<file path="src/rtl/cache_writeback_buffer_if.sv">
// Bus bundle between the cache write-back buffer, the L1 cache (upstream)
// and physical memory (downstream). The master side is the environment:
// it drives upstream requests and memory responses.
interface cache_writeback_buffer_if #(
   parameter int unsigned ADDR_WIDTH = 16,
   parameter int unsigned LINE_WIDTH = 128
);
   logic [ADDR_WIDTH-1:0] up_address;
   logic [LINE_WIDTH-1:0] up_wdata;
   logic                  up_read;
   logic                  up_write;
   logic [LINE_WIDTH-1:0] up_rdata;
   logic                  up_resp;
   logic [ADDR_WIDTH-1:0] pmem_address;
   logic [LINE_WIDTH-1:0] pmem_wdata;
   logic                  pmem_read;
   logic                  pmem_write;
   logic [LINE_WIDTH-1:0] pmem_rdata;
   logic                  pmem_resp;

   modport master (
      output up_address, up_wdata, up_read, up_write, pmem_rdata, pmem_resp,
      input  up_rdata, up_resp, pmem_address, pmem_wdata, pmem_read, pmem_write
   );

   modport slave (
      input  up_address, up_wdata, up_read, up_write, pmem_rdata, pmem_resp,
      output up_rdata, up_resp, pmem_address, pmem_wdata, pmem_read, pmem_write
   );
endinterface

</file>
<file path="src/rtl/cache_writeback_buffer.sv">
// Single-entry write-back line buffer. Evicted lines are accepted in one
// cycle and drained to memory in the background; reads that hit the
// buffered line are served from it so memory never returns stale data.
module cache_writeback_buffer #(
   parameter int unsigned ADDR_WIDTH  = 16,
   parameter int unsigned LINE_WIDTH  = 128,
   parameter int unsigned OFFSET_BITS = 4
) (
   input logic                     clk,
   input logic                     reset_n,
   cache_writeback_buffer_if.slave bus
);
   localparam int unsigned TAG_WIDTH = ADDR_WIDTH - OFFSET_BITS;
   localparam logic [ADDR_WIDTH-1:0] LINE_MASK =
      {{TAG_WIDTH{1'b1}}, {OFFSET_BITS{1'b0}}};

   localparam logic [1:0] S_IDLE     = 2'd0;
   localparam logic [1:0] S_READ_MEM = 2'd1;
   localparam logic [1:0] S_DRAIN    = 2'd2;
   localparam logic [1:0] S_RESP     = 2'd3;

   logic [1:0]            r_state;
   logic [1:0]            w_next_state;
   logic                  r_valid;
   logic [TAG_WIDTH-1:0]  r_tag;
   logic [LINE_WIDTH-1:0] r_data;
   logic [LINE_WIDTH-1:0] r_rdata;
   logic [ADDR_WIDTH-1:0] w_up_line_addr;
   logic [ADDR_WIDTH-1:0] w_buf_line_addr;
   logic                  w_hit;

   assign w_up_line_addr  = bus.up_address & LINE_MASK;
   assign w_buf_line_addr = {r_tag, {OFFSET_BITS{1'b0}}};
   assign w_hit           = r_valid && (w_up_line_addr == w_buf_line_addr);

   // Next-state selection; IDLE decisions follow a fixed priority order.
   always_comb begin
      w_next_state = r_state;
      case (r_state)
         S_IDLE: begin
            if (bus.up_write) begin
               // A different line occupies the entry: drain it first and
               // leave the write pending so IDLE captures it afterwards.
               w_next_state = (r_valid && !w_hit) ? S_DRAIN : S_RESP;
            end else if (bus.up_read) begin
               w_next_state = w_hit ? S_RESP : S_READ_MEM;
            end else if (r_valid) begin
               w_next_state = S_DRAIN;
            end
         end
         S_READ_MEM: if (bus.pmem_resp) w_next_state = S_RESP;
         S_DRAIN:    if (bus.pmem_resp) w_next_state = S_IDLE;
         default:    w_next_state = S_IDLE;
      endcase
   end

   // State register plus entry/read-data updates; reset discards the entry.
   always_ff @(posedge clk) begin
      if (!reset_n) begin
         r_state <= S_IDLE;
         r_valid <= 1'b0;
         r_tag   <= '0;
         r_data  <= '0;
         r_rdata <= '0;
      end else begin
         r_state <= w_next_state;
         case (r_state)
            S_IDLE: begin
               if (bus.up_write) begin
                  if (!r_valid || w_hit) begin
                     r_valid <= 1'b1;
                     r_tag   <= bus.up_address[ADDR_WIDTH-1:OFFSET_BITS];
                     r_data  <= bus.up_wdata;
                  end
               end else if (bus.up_read && w_hit) begin
                  r_rdata <= r_data;
               end
            end
            S_READ_MEM: if (bus.pmem_resp) r_rdata <= bus.pmem_rdata;
            S_DRAIN:    if (bus.pmem_resp) r_valid <= 1'b0;
            default: ;
         endcase
      end
   end

   // Memory address follows the state: request line on a miss, buffered line on a drain.
   always_comb begin
      bus.pmem_address = '0;
      if (r_state == S_READ_MEM) begin
         bus.pmem_address = w_up_line_addr;
      end else if (r_state == S_DRAIN) begin
         bus.pmem_address = w_buf_line_addr;
      end
   end

   assign bus.pmem_wdata = r_data;
   assign bus.pmem_read  = (r_state == S_READ_MEM);
   assign bus.pmem_write = (r_state == S_DRAIN);
   assign bus.up_resp    = (r_state == S_RESP);
   assign bus.up_rdata   = r_rdata;
endmodule

</file>
<file path="src/flat_wrapper.sv">
// flat-port wrapper written by rule: the top's interface ports become plain ports
module cache_writeback_buffer_flat 
#(
   parameter int unsigned ADDR_WIDTH  = 16,
   parameter int unsigned LINE_WIDTH  = 128,
   parameter int unsigned OFFSET_BITS = 4
)
  (clk, reset_n, bus_up_address, bus_up_wdata, bus_up_read, bus_up_write, bus_pmem_rdata, bus_pmem_resp, bus_up_rdata, bus_up_resp, bus_pmem_address, bus_pmem_wdata, bus_pmem_read, bus_pmem_write);
  cache_writeback_buffer_if #(.ADDR_WIDTH(ADDR_WIDTH), .LINE_WIDTH(LINE_WIDTH)) bus_i ();
  input logic clk;
  input logic reset_n;
  input wire logic [$bits(bus_i.up_address)-1:0] bus_up_address;
  input wire logic [$bits(bus_i.up_wdata)-1:0] bus_up_wdata;
  input wire logic [$bits(bus_i.up_read)-1:0] bus_up_read;
  input wire logic [$bits(bus_i.up_write)-1:0] bus_up_write;
  input wire logic [$bits(bus_i.pmem_rdata)-1:0] bus_pmem_rdata;
  input wire logic [$bits(bus_i.pmem_resp)-1:0] bus_pmem_resp;
  output wire logic [$bits(bus_i.up_rdata)-1:0] bus_up_rdata;
  output wire logic [$bits(bus_i.up_resp)-1:0] bus_up_resp;
  output wire logic [$bits(bus_i.pmem_address)-1:0] bus_pmem_address;
  output wire logic [$bits(bus_i.pmem_wdata)-1:0] bus_pmem_wdata;
  output wire logic [$bits(bus_i.pmem_read)-1:0] bus_pmem_read;
  output wire logic [$bits(bus_i.pmem_write)-1:0] bus_pmem_write;
  assign bus_i.up_address = bus_up_address;
  assign bus_i.up_wdata = bus_up_wdata;
  assign bus_i.up_read = bus_up_read;
  assign bus_i.up_write = bus_up_write;
  assign bus_i.pmem_rdata = bus_pmem_rdata;
  assign bus_i.pmem_resp = bus_pmem_resp;
  assign bus_up_rdata = bus_i.up_rdata;
  assign bus_up_resp = bus_i.up_resp;
  assign bus_pmem_address = bus_i.pmem_address;
  assign bus_pmem_wdata = bus_i.pmem_wdata;
  assign bus_pmem_read = bus_i.pmem_read;
  assign bus_pmem_write = bus_i.pmem_write;
  cache_writeback_buffer #(.ADDR_WIDTH(ADDR_WIDTH), .LINE_WIDTH(LINE_WIDTH), .OFFSET_BITS(OFFSET_BITS)) u_core (.clk(clk), .reset_n(reset_n), .bus(bus_i));
endmodule
</file>
<file path="config.mk">
export PLATFORM = sky130hd
export DESIGN_NAME = cache_writeback_buffer_flat
export DESIGN_NICKNAME = d
export VERILOG_FILES = /design/src/rtl/cache_writeback_buffer_if.sv /design/src/rtl/cache_writeback_buffer.sv /design/src/flat_wrapper.sv
export SDC_FILE = /design/constraint.sdc
export NUM_CORES = 1
export LEC_CHECK = 0
export ABC_AREA = 0
export CAP_MARGIN = 10
export CORE_AREA = 2 2 217 219
export CTS_BUF_LIST = sky130_fd_sc_hd__clkbuf_4 sky130_fd_sc_hd__clkbuf_8
export CTS_CLUSTER_SIZE = 16
export DETAILED_ROUTE_END_ITERATION = 16
export DIE_AREA = 0 0 219 221
export GPL_TIMING_DRIVEN = 0
export PLACE_DENSITY = 0.53
export SKIP_CTS_REPAIR_TIMING = 1
export SYNTH_ARGS = -nofsm -noshare
export SYNTH_HDL_FRONTEND = slang
export SYNTH_SLANG_ARGS = --single-unit
</file>
<file path="constraint.sdc">
create_clock -name clk -period 6 [get_ports clk]
set_input_delay 1.2 -clock clk [delete_from_list [all_inputs] [get_ports clk]]
set_output_delay 1.2 -clock clk [all_outputs]
set_load 0.05 [all_outputs]
</file>
Word level (Yosys, flattened, before mapping)
Index checks and enable logic that the tools add are counted.
Storage, ports and cells
  register bits: 271
  word-level logic and storage cells: 47
  input port bits: 277
Operators by class
  eq/ne operators: 11
  mux-type cells: 18
  reduce and logical (&&, ||, !) cells: 13
Operators by type and width (count)
  $mux 128: 3
  $pmux 128 s2: 1
  $mux 16: 2
  $eq 12x12->1: 1
  $mux 2: 6
  $ne 2x2->1 const B: 4
  $reduce_and 4->1: 2
  $pmux 2 s3: 1
  $reduce_and 3->1: 2
  $eq 2x2->1 const B: 2
  $mux 1: 4
  $ne 2x1->1 const B: 2
  $ne 4x3->1 const B: 1
  $reduce_bool 2->1: 2
  $logic_and 1x1->1: 3
  $eq 2x1->1 const B: 1
  $logic_not 1->1: 2
  $logic_not 2->1: 1
  $pmux 1 s2: 1
  $logic_or 1x1->1: 1

Logic depth before layout (Yosys ltp)
Gate-level depths: netlist (run 1).
  depth after elaboration: 7
  mapped depth: 8
  depth with buffers taken out: 5

Least setup slack after synthesis (run 1)
OpenSTA, ideal clock, no wires.
  kind: reg2out
  from: register u_core.r_state[0]
  to: output bus_pmem_address[10]
  data arrival time: 2.379 ns
  path buffers: 3
  stages on the path, launching flop included: 7
  setup slack: 2.421 ns
  required time: 4.800 ns
  cell sequence: dfxtp_1 clkbuf_1 inv_2 nor2_1 clkbuf_1 buf_1 a22o_1
On the way
  elaborated cells on any way between the ends: 4
  those cells by class: 2 x eq/ne; 2 x mux
RTL lines
  start: declaration: line cache_writeback_buffer.sv:22  | logic [1:0] r_state;
  start signal: assignment: line cache_writeback_buffer.sv:66  | r_state <= w_next_state;
  $eq 2x1->1
  net bus_pmem_read: line flat_wrapper.sv:22  | output wire logic [$bits(bus_i.pmem_read)-1:0] bus_pmem_read;
  $mux 16: line cache_writeback_buffer.sv:89  | if (r_state == S_READ_MEM) begin
  end: declaration: line flat_wrapper.sv:20  | output wire logic [$bits(bus_i.pmem_address)-1:0] bus_pmem_address;
The timed path passes the listed nets, and every way through them passes these cells.

Final worst setup path (run 1)
  from: register u_core.r_state[0]
  to: output bus_pmem_address[8]
On the way
  longest elaborated chain between the ends: 3
  elaborated cells on any way between the ends: 4
  those cells by class: 2 x eq/ne; 2 x mux
Ends and longest elaborated chain
  $eq 2x2->1: line cache_writeback_buffer.sv:91  | end else if (r_state == S_DRAIN) begin
  $mux 16: line cache_writeback_buffer.sv:91
  $mux 16 *: line cache_writeback_buffer.sv:89
Mark *: on every way between the ends. The rest lies on a longest branch, timed or not.

==> run metrics, run 1 <==
number of design rule violations left after detail routing 0; average cell area after synthesis 9.626 sq um; starting DRC count in detailed routing 561; flop and latch count out of synthesis 271; Bufs on Longest Clock Path 3; CTS tree yes; worst skew pair latency 0.61 ns; Site Rows 79; residual antenna-violating net count after detailed routing 0; min Tclk post-route 5.424 ns; count of final hold-check violations 0; Final Net Count 2,128; starting density of the core 26.19%; PwrDens 291.9 nW/um^2; Crit Path Class register to primary output; clock tree root driver cell sky130_fd_sc_hd__clkbuf_8; outcome finished clean; first-pass GRT wire length 78,540 microns; routability-driven placement congestion ratio 0.8636; number of clock sinks 271; Placeable Area 46,060 sq um; worst slew margin relative to its limit 13.55%; max-slew violation count 0; instance count after placement with tap cells included 2,405; antenna violations before repair 9; total die area 48,400 sq um; CP Data Arrival Time 4.22 ns; vias per cell 4.702; total of max-cap violations 0; Final Cycle Share 90.41%; endpoint class of the critical path primary output; total congestion overflow after global routing 0; number of primary I/O pins 552; pin count of the biggest net entering global routing 13; minimum setup slack in the final design 0.5757 ns; H-tree lvl count 2; Total Wirelength 54,390 microns; via count of the first global-routing pass 12,125; fill count 4,606; vias after detailed routing 11,695; sequential cell area fraction in the yosys report 44.98%; maximum clock rate 184.4 MHz; Synth Cell Area 12,060 sq um; dpl ws 1.182 ns; HPWL reported at the end of detailed placement 41,230 microns; Worst Setup Start Kind register; GRT Overall Usage 21.64%; hold_ws 0.4744 ns; average wire per standard cell 21.87 microns; Post-Syn Instances 1,253; Die Span Y 221 microns; die span in x 219 microns; Leak 8.379 nW; TritonRoute pass-1 iters 5; data required time at the worst endpoint 4.80 ns; RSZ-0062 raised after global routing false; Setup Total Neg Slack 0 ns; fraction of layout instances using a drive strength above 1 6.017%; Worst Tran Pin Value 1.297 ns; area growth from synthesis to layout 59.46%; YS warnings 0; worst-path maximum fanout 10; buffers added on ports 542; Tightest Hold Check Type register to register; setup clock skew after layout 0.01648 ns; library cells used by synthesis 30; TritonCTS buffer count 51; final setup violating endpoints 0; Max IR drop VDD 158.6 uV; clock slew seen by the registers of the worst setup and hold paths 0.06 ns; non-filler cells in the finished layout 2,487
-- worst max-delay path, stage by stage (launching register included) --
cell,delay [ns]
sky130_fd_sc_hd__dfxtp_1,0.30
sky130_fd_sc_hd__clkbuf_1,0.36
sky130_fd_sc_hd__inv_2,0.10
sky130_fd_sc_hd__nor2_1,0.41
sky130_fd_sc_hd__clkbuf_1,0.89
sky130_fd_sc_hd__buf_1,0.47
sky130_fd_sc_hd__a22o_1,0.23
sky130_fd_sc_hd__clkdlybuf4s50_1,0.83
-- worst paths after layout --
check                                               start                         to  slack [ns]  depth (start not counted)
worst max-delay path                    u_core.r_state[0]        bus_pmem_address[8]        0.58                          7
worst min register to register  u_core.bus.pmem_wdata[71]  u_core.bus.pmem_wdata[71]        0.47                          2
worst min-delay path            u_core.bus.pmem_wdata[71]  u_core.bus.pmem_wdata[71]        0.47                          2
worst max register to register          u_core.r_state[0]    u_core.bus.up_rdata[57]        2.78                          8
-- sequential cells by signal, indices dropped and copies added, names as in the netlist --
signal	flops
u_core.bus.pmem_wdata	128
u_core.bus.up_rdata	128
u_core.r_state	2
u_core.r_valid	1
u_core.r_tag	12
-- cell usage after synthesis (all sizes together) --
| library cell | number | area (sq um) |
|---|---|---|
| o31ai | 1 | 7.510 |
| a22o | 12 | 105.1 |
| nand3 | 1 | 5.000 |
| a21oi | 2 | 10.01 |
| xor2 | 12 | 105.1 |
| a2bb2oi | 1 | 8.760 |
| a41oi | 1 | 8.760 |
| or2 | 1 | 6.260 |
| o311a | 1 | 10.01 |
| nand2 | 283 | 1062 |
| nor4 | 4 | 25.02 |
| dfxtp | 271 | 5425 |
| and4 | 1 | 8.760 |
| clkbuf | 85 | 319.1 |
| nor2b | 2 | 12.51 |
| nor2 | 1 | 3.750 |
| mux2i | 268 | 2683 |
| a2111oi | 1 | 27.53 |
| and2 | 2 | 12.51 |
| buf | 40 | 264.0 |
| conb | 1 | 3.750 |
| nor3 | 1 | 5.000 |
| o211a | 128 | 1281 |
| o21ai | 130 | 650.6 |
| inv | 3 | 11.26 |
-- through the flow --
step	area, sq um	total power [mW]	util (%)
after floorplan	12070	3.149	-
after global placement	18260	3.868	39.64
after detailed placement	18260	3.874	39.64
after CTS	19230	5.695	41.75
after global routing	19230	5.863	41.76
final	19230	5.614	41.76
-- report_power, final --
part / internal [mW] / switching, mW
clock network: 0.985 / 0.803
registers: 1.96 / 0.122
logic: 0.694 / 1.05
-- layout make-up --
| cell class | count | area (sq um) | share of cell area, % |
|---|---|---|---|
| Tap cell | 607 | 759.5 | 3.949 |
| Clock inverter | 7 | 35.03 | 0.1821 |
| Clock buffer | 73 | 935.9 | 4.866 |
| Timing Repair Buffer | 542 | 5425 | 28.21 |
| Multi-Input combinational cell | 857 | 6053 | 31.47 |
| Inverter | 3 | 11.26 | 0.05855 |
| Antenna cell | 2 | 5.005 | 0.02602 |
| Buffer | 125 | 583.1 | 3.031 |
| Sequential cell | 271 | 5425 | 28.21 |
-- cell usage in the layout, fill, tap and decap left out, drive strengths merged, types with 2 or more instances in the layout --
master,instances
o211a,128
conb,4
nor2b,2
inv,3
clkbuf,158
diode,2
dfxtp,271
o21ai,130
nor4,4
and2,2
clkdlybuf4s50,542
a22o,12
clkinv,7
buf,40
mux2i,268
nand2,283
xor2,12
a21oi,2
-- logic make-up after synthesis --
logic type      synth area share, %
xor+xnor                     0.8714
flops                         44.98
simple gates                  9.460
mux                           22.24
compound gates                17.49
buf+inv                       4.927
other cells                 0.03109
-- metal layers --
metal	up-vias	routed length (microns)	GRT usage, %
li1	5609	-	-
met1	5522	21530	24.74
met2	443	26040	36.73
met3	107	4912	7.725
met4	14	1806	8.195
met5	-	92	0
Note: power is estimated with default switching activity, not from simulation.
==> run 2, diff against run 1 <==
--- a/config.mk
+++ b/config.mk
@@ -13,7 +13,7 @@
 export DETAILED_ROUTE_END_ITERATION = 16
 export DIE_AREA = 0 0 219 221
 export GPL_TIMING_DRIVEN = 0
-export PLACE_DENSITY = 0.53
+export PLACE_DENSITY_LB_ADDON = 0.12
 export SKIP_CTS_REPAIR_TIMING = 1
 export SYNTH_ARGS = -nofsm -noshare
 export SYNTH_HDL_FRONTEND = slang
==> run 2 against run 1 <==
Compared with the run above:
- clock skew is 0.0085 ns higher
- register-to-register slack worse by 0.08 ns
- setup slack lost 0.065 ns
- routed wire length fell by 2.1%
- sequential power barely moved
- first-iteration DRC count down 16%
==> run metrics, run 2 (same netlist as run 1, synthesis figures left out) <==
clock slew seen by the registers of the worst setup and hold paths 0.06 ns (about the same); GRT Overall Usage 21.30% (-0.33 points); pin count of the biggest net entering global routing 13 (unchanged); depth of the critical timing path with buffers and inverters included 7 (unchanged); buffers added on ports 542 (unchanged); reg-to-reg critical path startpoint u_core.r_state[0]; Leak 8.429 nW (+0.60%); routability-driven placement congestion ratio 0.8420 (-2.5%); worst-path maximum fanout 10 (unchanged); most common cell type on the critical path sky130_fd_sc_hd__clkbuf_1; die span in x 219 microns (unchanged); fraction of layout instances using a drive strength above 1 6.316% (+0.30 points); Site Rows 79 (unchanged); H-tree lvl count 2 (unchanged); highest-count cells in the layout ignoring fill and taps 542 x sky130_fd_sc_hd__clkdlybuf4s50_1, 283 x sky130_fd_sc_hd__nand2_1, 271 x sky130_fd_sc_hd__dfxtp_1, 268 x sky130_fd_sc_hd__mux2i_1, 128 x sky130_fd_sc_hd__o211a_1; Worst Setup Start Kind register; final core utilization 42.00% (+0.25 points); Final Cycle Share 91.49% (+1.1 points); worst-case reg-to-reg path depth 8 (unchanged); vias after detailed routing 11,704 (+0.077%); total die area 48,400 sq um (unchanged); starting density of the core 26.19% (unchanged); most common cell after layout, fill and taps aside sky130_fd_sc_hd__clkdlybuf4s50_1; Total Wirelength 53,240 microns (-2.1%); CP Data Arrival Time 4.29 ns (+0.07 ns); Setup Total Neg Slack 0 ns (unchanged); non-filler cells in the finished layout 2,497 (+0.40%); end point of the critical path bus_pmem_address[12]; Die Span Y 221 microns (unchanged); setup clock skew after layout 0.02499 ns (+0.008503 ns); cell family contributing the most delay on the critical path buffers and inverters; total buffers and inverters traversed by the critical path 5 (unchanged); max-slew violation count 0 (unchanged); Tightest Hold Check Type register to register; average wire per standard cell 21.32 microns (-2.5%); Crit Reg-Reg Endpoint u_core.bus.up_rdata[112]; Final Net Count 2,128 (unchanged); residual antenna-violating net count after detailed routing 0 (unchanged); worst slew margin relative to its limit 19.80% (+6.2 points); antenna violations before repair 9 (unchanged); RSZ-0062 raised after global routing false; Placeable Area 46,060 sq um (unchanged); CTS tree yes; endpoint class of the critical path primary output; first-pass GRT wire length 77,740 microns (-1.0%); maximum clock rate 182.2 MHz (-1.2%); worst-path cell with the longest stage delay sky130_fd_sc_hd__clkbuf_1; PwrDens 296.3 nW/um^2 (+1.5%); count of final hold-check violations 0 (unchanged); Worst Tran Pin Value 1.203 ns (-0.09374 ns); worst skew pair latency 0.62 ns (about the same); outcome finished clean; CP Launch Point u_core.r_state[0]; total of max-cap violations 0 (unchanged); maximum cell stage delay along the critical path 0.82 ns (-0.07 ns); number of clock sinks 271 (unchanged); Crit Path Class register to primary output; number of design rule violations left after detail routing 0 (unchanged); Bufs on Longest Clock Path 3 (unchanged); data required time at the worst endpoint 4.80 ns (about the same); register-to-register setup slack 2.70 ns (-0.08 ns); TritonRoute pass-1 iters 5 (unchanged); via count of the first global-routing pass 12,140 (+0.12%); vias per cell 4.687 (-0.32%); min Tclk post-route 5.489 ns (+0.06483 ns); instance count after placement with tap cells included 2,405 (unchanged); number of primary I/O pins 552 (unchanged); clock tree root driver cell sky130_fd_sc_hd__clkbuf_8; starting DRC count in detailed routing 471 (-16%); HPWL reported at the end of detailed placement 40,150 microns (-2.6%); total congestion overflow after global routing 0 (unchanged); final setup violating endpoints 0 (unchanged); critical path, cell by cell clkbuf_1, inv_2, nor2_1, clkbuf_1, buf_1, a22o_1, clkdlybuf4s50_1; area growth from synthesis to layout 60.40%; TritonCTS buffer count 51 (unchanged); Max IR drop VDD 156.3 uV (-1.5%)
[run 2: cell count changes in the layout (fill, tap and decap cells not counted)]
cell / before / now
sky130_fd_sc_hd__clkbuf_4: 11 / 16
sky130_fd_sc_hd__clkbuf_8: 62 / 69
sky130_fd_sc_hd__clkinv_2: 7 / 1
sky130_fd_sc_hd__diode_2: 2 / 6
[run 2: worst min-delay path by stage]
stage	startpoint	to	slack, ns	cells past startpoint
after floorplan	u_core.r_tag[0]	u_core.r_tag[0]	0.46	2
after global placement	u_core.bus.pmem_wdata[10]	u_core.bus.pmem_wdata[10]	0.46	2
after detailed placement	u_core.bus.pmem_wdata[74]	u_core.bus.pmem_wdata[74]	0.46	2
after CTS	u_core.bus.pmem_wdata[74]	u_core.bus.pmem_wdata[74]	0.47	2
after global routing	u_core.bus.pmem_wdata[116]	u_core.bus.pmem_wdata[116]	0.49	2
final	u_core.bus.pmem_wdata[92]	u_core.bus.pmem_wdata[92]	0.47	2
[run 2: metrics by stage]
stage	power (mW)	area (sq um)	worst slack [ns]	hold slack, ns
3_5_place_dp	3.866	18260	0.9338	0.4646
5_1_grt	5.995	19340	0.09455	0.4901
2_1_floorplan	3.149	12070	2.421	0.4592
4_1_cts	5.819	19330	0.2332	0.4726
3_3_place_gp	3.859	18260	0.9340	0.4557
6_report	5.733	19350	0.5109	0.4720
[run 2: layer usage]
metal  GRT usage, %  share of wire (%)  vias up
li1               -                  -     5610
met1          24.75                 41     5577
met2          35.99                 48      427
met3          7.986                8.9       82
met4          6.822                2.7        8
met5              0              0.090        -
[run 2: final cells by class]
cell class	instances	area, sq um
flip-flops and latches	271	5425
repair buffers	542	5425
diodes	6	15.01
clock buffers	85	1070
inverters	3	11.26
clock inverters	1	5.005
fillers	4707	26710
plain buffers	125	583.1
multi-input cells	857	6053
well taps	607	759.5
[run 2: worst min-delay path, delay by kind of cell, from the launching register on]
kind | cells | cell delay, ns
and+or+nand+nor | 1 | 0.05
DFF | 1 | 0.32
muxes | 1 | 0.05
[run 2: where the power goes]
part | internal [mW] | switching, mW | leakage (nW)
registers | 1.96 | 0.113 | 2.21
logic | 0.694 | 1.05 | 5.64
clock network | 1.11 | 0.810 | 0.574
==> run 3, diff against run 2 <==
--- a/config.mk
+++ b/config.mk
@@ -7,14 +7,15 @@
 export LEC_CHECK = 0
 export ABC_AREA = 0
 export CAP_MARGIN = 10
-export CORE_AREA = 2 2 217 219
+export CORE_AREA = 2 2 215 217
 export CTS_BUF_LIST = sky130_fd_sc_hd__clkbuf_4 sky130_fd_sc_hd__clkbuf_8
 export CTS_CLUSTER_SIZE = 16
 export DETAILED_ROUTE_END_ITERATION = 16
-export DIE_AREA = 0 0 219 221
+export DIE_AREA = 0 0 217 219
 export GPL_TIMING_DRIVEN = 0
 export PLACE_DENSITY_LB_ADDON = 0.12
 export SKIP_CTS_REPAIR_TIMING = 1
+export SKIP_LAST_GASP = 1
 export SYNTH_ARGS = -nofsm -noshare
 export SYNTH_HDL_FRONTEND = slang
 export SYNTH_SLANG_ARGS = --single-unit
==> run 3 against run 2 <==
Compared with the run above:
- die area down 1.8%
- sequential power about the same
- first-iteration DRC count up 5.7%
- non-clock buffer count unchanged
- sequential cell count unchanged
- via count down 0.10%
- clock power up 6%
- critical path type unchanged
==> run metrics, run 3 (same netlist as run 1, synthesis figures left out) <==
setup clock skew after layout 0.03834 ns (+0.01336 ns); total die area 47,520 sq um (-1.8%); minimum setup slack in the final design 0.5180 ns (+0.007151 ns); final setup violating endpoints 0 (unchanged); data required time at the worst endpoint 4.80 ns (about the same); dpl ws 0.9379 ns (+0.004029 ns); hold_ws 0.4738 ns (+0.001770 ns); PwrDens 300.8 nW/um^2 (+1.5%); Total Wirelength 52,670 microns (-1.1%); footprint of the flip-flops and latches 5425 sq um (unchanged); critical path, cell by cell clkbuf_1, inv_2, nor2_1, clkbuf_1, buf_1, a22o_1, clkdlybuf4s50_1; number of primary I/O pins 552 (unchanged); HPWL reported at the end of detailed placement 39,870 microns (-0.71%); Tightest Hold Check Type register to register; TritonRoute pass-1 iters 5 (unchanged); die span in x 217 microns (-0.91%); Most Crowded Layer GR met2; worst-path maximum fanout 10 (unchanged); vias after detailed routing 11,692 (-0.10%); highest-count cells in the layout ignoring fill and taps 542 x sky130_fd_sc_hd__clkdlybuf4s50_1, 283 x sky130_fd_sc_hd__nand2_1, 271 x sky130_fd_sc_hd__dfxtp_1, 268 x sky130_fd_sc_hd__mux2i_1, 128 x sky130_fd_sc_hd__o211a_1; Bufs on Longest Clock Path 3 (unchanged); vias per cell 4.677 (-0.22%); Site Rows 78 (-1.3%); CP Data Arrival Time 4.28 ns (about the same); max-slew violation count 0 (unchanged); Die Span Y 219 microns (-0.90%); number of design rule violations left after detail routing 0 (unchanged); worst slew margin relative to its limit 20.68% (+0.88 points); cell family contributing the most delay on the critical path buffers and inverters; average wire per standard cell 21.07 microns (-1.2%); met1 layer usage reported by global route 24.51% (-0.24 points); count of final hold-check violations 0 (unchanged); most common cell type on the critical path sky130_fd_sc_hd__clkbuf_1; Placeable Area 45,090 sq um (-2.1%); grt met3 use 6.597% (-1.4 points); pin count of the biggest net entering global routing 14 (+1); maximum cell stage delay along the critical path 0.82 ns (about the same); worst skew pair latency 0.64 ns (+0.02 ns); Crit Path Class register to primary output; fraction of layout instances using a drive strength above 1 6.909% (+0.59 points); Final Net Count 2,130 (+0.094%); fill count 4,516 (-4.1%); antenna violations before repair 5 (-4); starting density of the core 26.75% (+0.57 points); via count of the first global-routing pass 12,076 (-0.53%); met2 usage in global routing 37.49% (+1.5 points); most common cell after layout, fill and taps aside sky130_fd_sc_hd__clkdlybuf4s50_1; buffers added on ports 542 (unchanged); min Tclk post-route 5.482 ns (-0.007151 ns); total of max-cap violations 0 (unchanged); total buffers and inverters traversed by the critical path 5 (unchanged); H-tree lvl count 2 (unchanged); area growth from synthesis to layout 61.15%; CTS tree yes; maximum clock rate 182.4 MHz (+0.13%); TritonCTS buffer count 53 (+3.9%); area taken by multi-input logic gates 6053 sq um (unchanged); Leak 8.486 nW (+0.68%); RSZ-0062 raised after global routing false; clock slew seen by the registers of the worst setup and hold paths 0.05 ns (about the same); Final Cycle Share 91.37% (-0.12 points); routability-driven placement congestion ratio 0.8515 (+1.1%); GRT Overall Usage 21.26% (-0.048 points); total congestion overflow after global routing 0 (unchanged); endpoint class of the critical path primary output; clock tree root driver cell sky130_fd_sc_hd__clkbuf_8; number of clock sinks 271 (unchanged); Setup Total Neg Slack 0 ns (unchanged); starting DRC count in detailed routing 498 (+5.7%); first-pass GRT wire length 75,980 microns (-2.3%); worst-path cell with the longest stage delay sky130_fd_sc_hd__clkbuf_1; Worst Setup Start Kind register; residual antenna-violating net count after detailed routing 0 (unchanged); Worst Tran Pin Value 1.190 ns (-0.01320 ns); outcome finished clean; Max IR drop VDD 147.9 uV (-5.4%)
## run 3: cell count changes in the layout (fill, tap and decap cells not counted)
cell	before	now
sky130_fd_sc_hd__clkbuf_4	16	22
sky130_fd_sc_hd__clkbuf_8	69	72
sky130_fd_sc_hd__clkinv_2	1	3
sky130_fd_sc_hd__diode_2	6	4
sky130_fd_sc_hd__clkinvlp_4	0	1
## run 3: worst paths after layout
| check | from | end | slack [ns] | depth (start not counted) |
|---|---|---|---|---|
| hold / removal | u_core.bus.pmem_wdata[72] | u_core.bus.pmem_wdata[72] | 0.47 | 2 |
| setup reg to reg | u_core.r_state[0] | u_core.bus.up_rdata[23] | 2.67 | 8 |
| hold reg to reg | u_core.bus.pmem_wdata[72] | u_core.bus.pmem_wdata[72] | 0.47 | 2 |
| setup / recovery | u_core.r_state[0] | bus_pmem_address[12] | 0.52 | 7 |
## run 3: worst register-to-register path, stage by stage (launching register included)
cell and delay, ns:
sky130_fd_sc_hd__dfxtp_1 0.30, sky130_fd_sc_hd__clkbuf_1 0.36, sky130_fd_sc_hd__inv_2 0.11, sky130_fd_sc_hd__nor2_1 0.57, sky130_fd_sc_hd__clkbuf_1 0.82, sky130_fd_sc_hd__buf_2 0.50
sky130_fd_sc_hd__mux2i_1 0.34, sky130_fd_sc_hd__o21ai_1 0.11, sky130_fd_sc_hd__o211a_1 0.14
## run 3: layout make-up
cell class,instances,share of cell area [%]
Tap cell,600,3.862
Buffer,125,3.000
Sequential cell,271,27.91
Timing Repair Buffer,542,27.91
Clock buffer,94,5.948
Clock inverter,4,0.1159
Inverter,3,0.05793
Antenna cell,4,0.05150
Multi-Input combinational cell,857,31.14
## run 3: power by group
| part | total [mW] | internal (mW) | switching [mW] |
|---|---|---|---|
| registers | 2.07 | 1.96 | 0.115 |
| clock network | 2.03 | 1.20 | 0.837 |
| logic | 1.74 | 0.694 | 1.05 |
## run 3: per-layer routing
| layer | wire, microns | vias up |
|---|---|---|
| met5 | 34 | - |
| li1 | - | 5627 |
| met4 | 1173 | 6 |
| met2 | 25890 | 409 |
| met1 | 21470 | 5575 |
| met3 | 4097 | 75 |
## run 3: per-stage QoR
step,util (%),power (mW),cell area [sq um],instances
6_report,43.11,5.846,19440,2500
5_1_grt,43.10,6.097,19430,2498
4_1_cts,43.09,5.929,19430,2496
3_5_place_dp,40.47,3.863,18250,2398
3_3_place_gp,40.47,3.854,18250,2398
2_1_floorplan,-,3.149,12070,1256
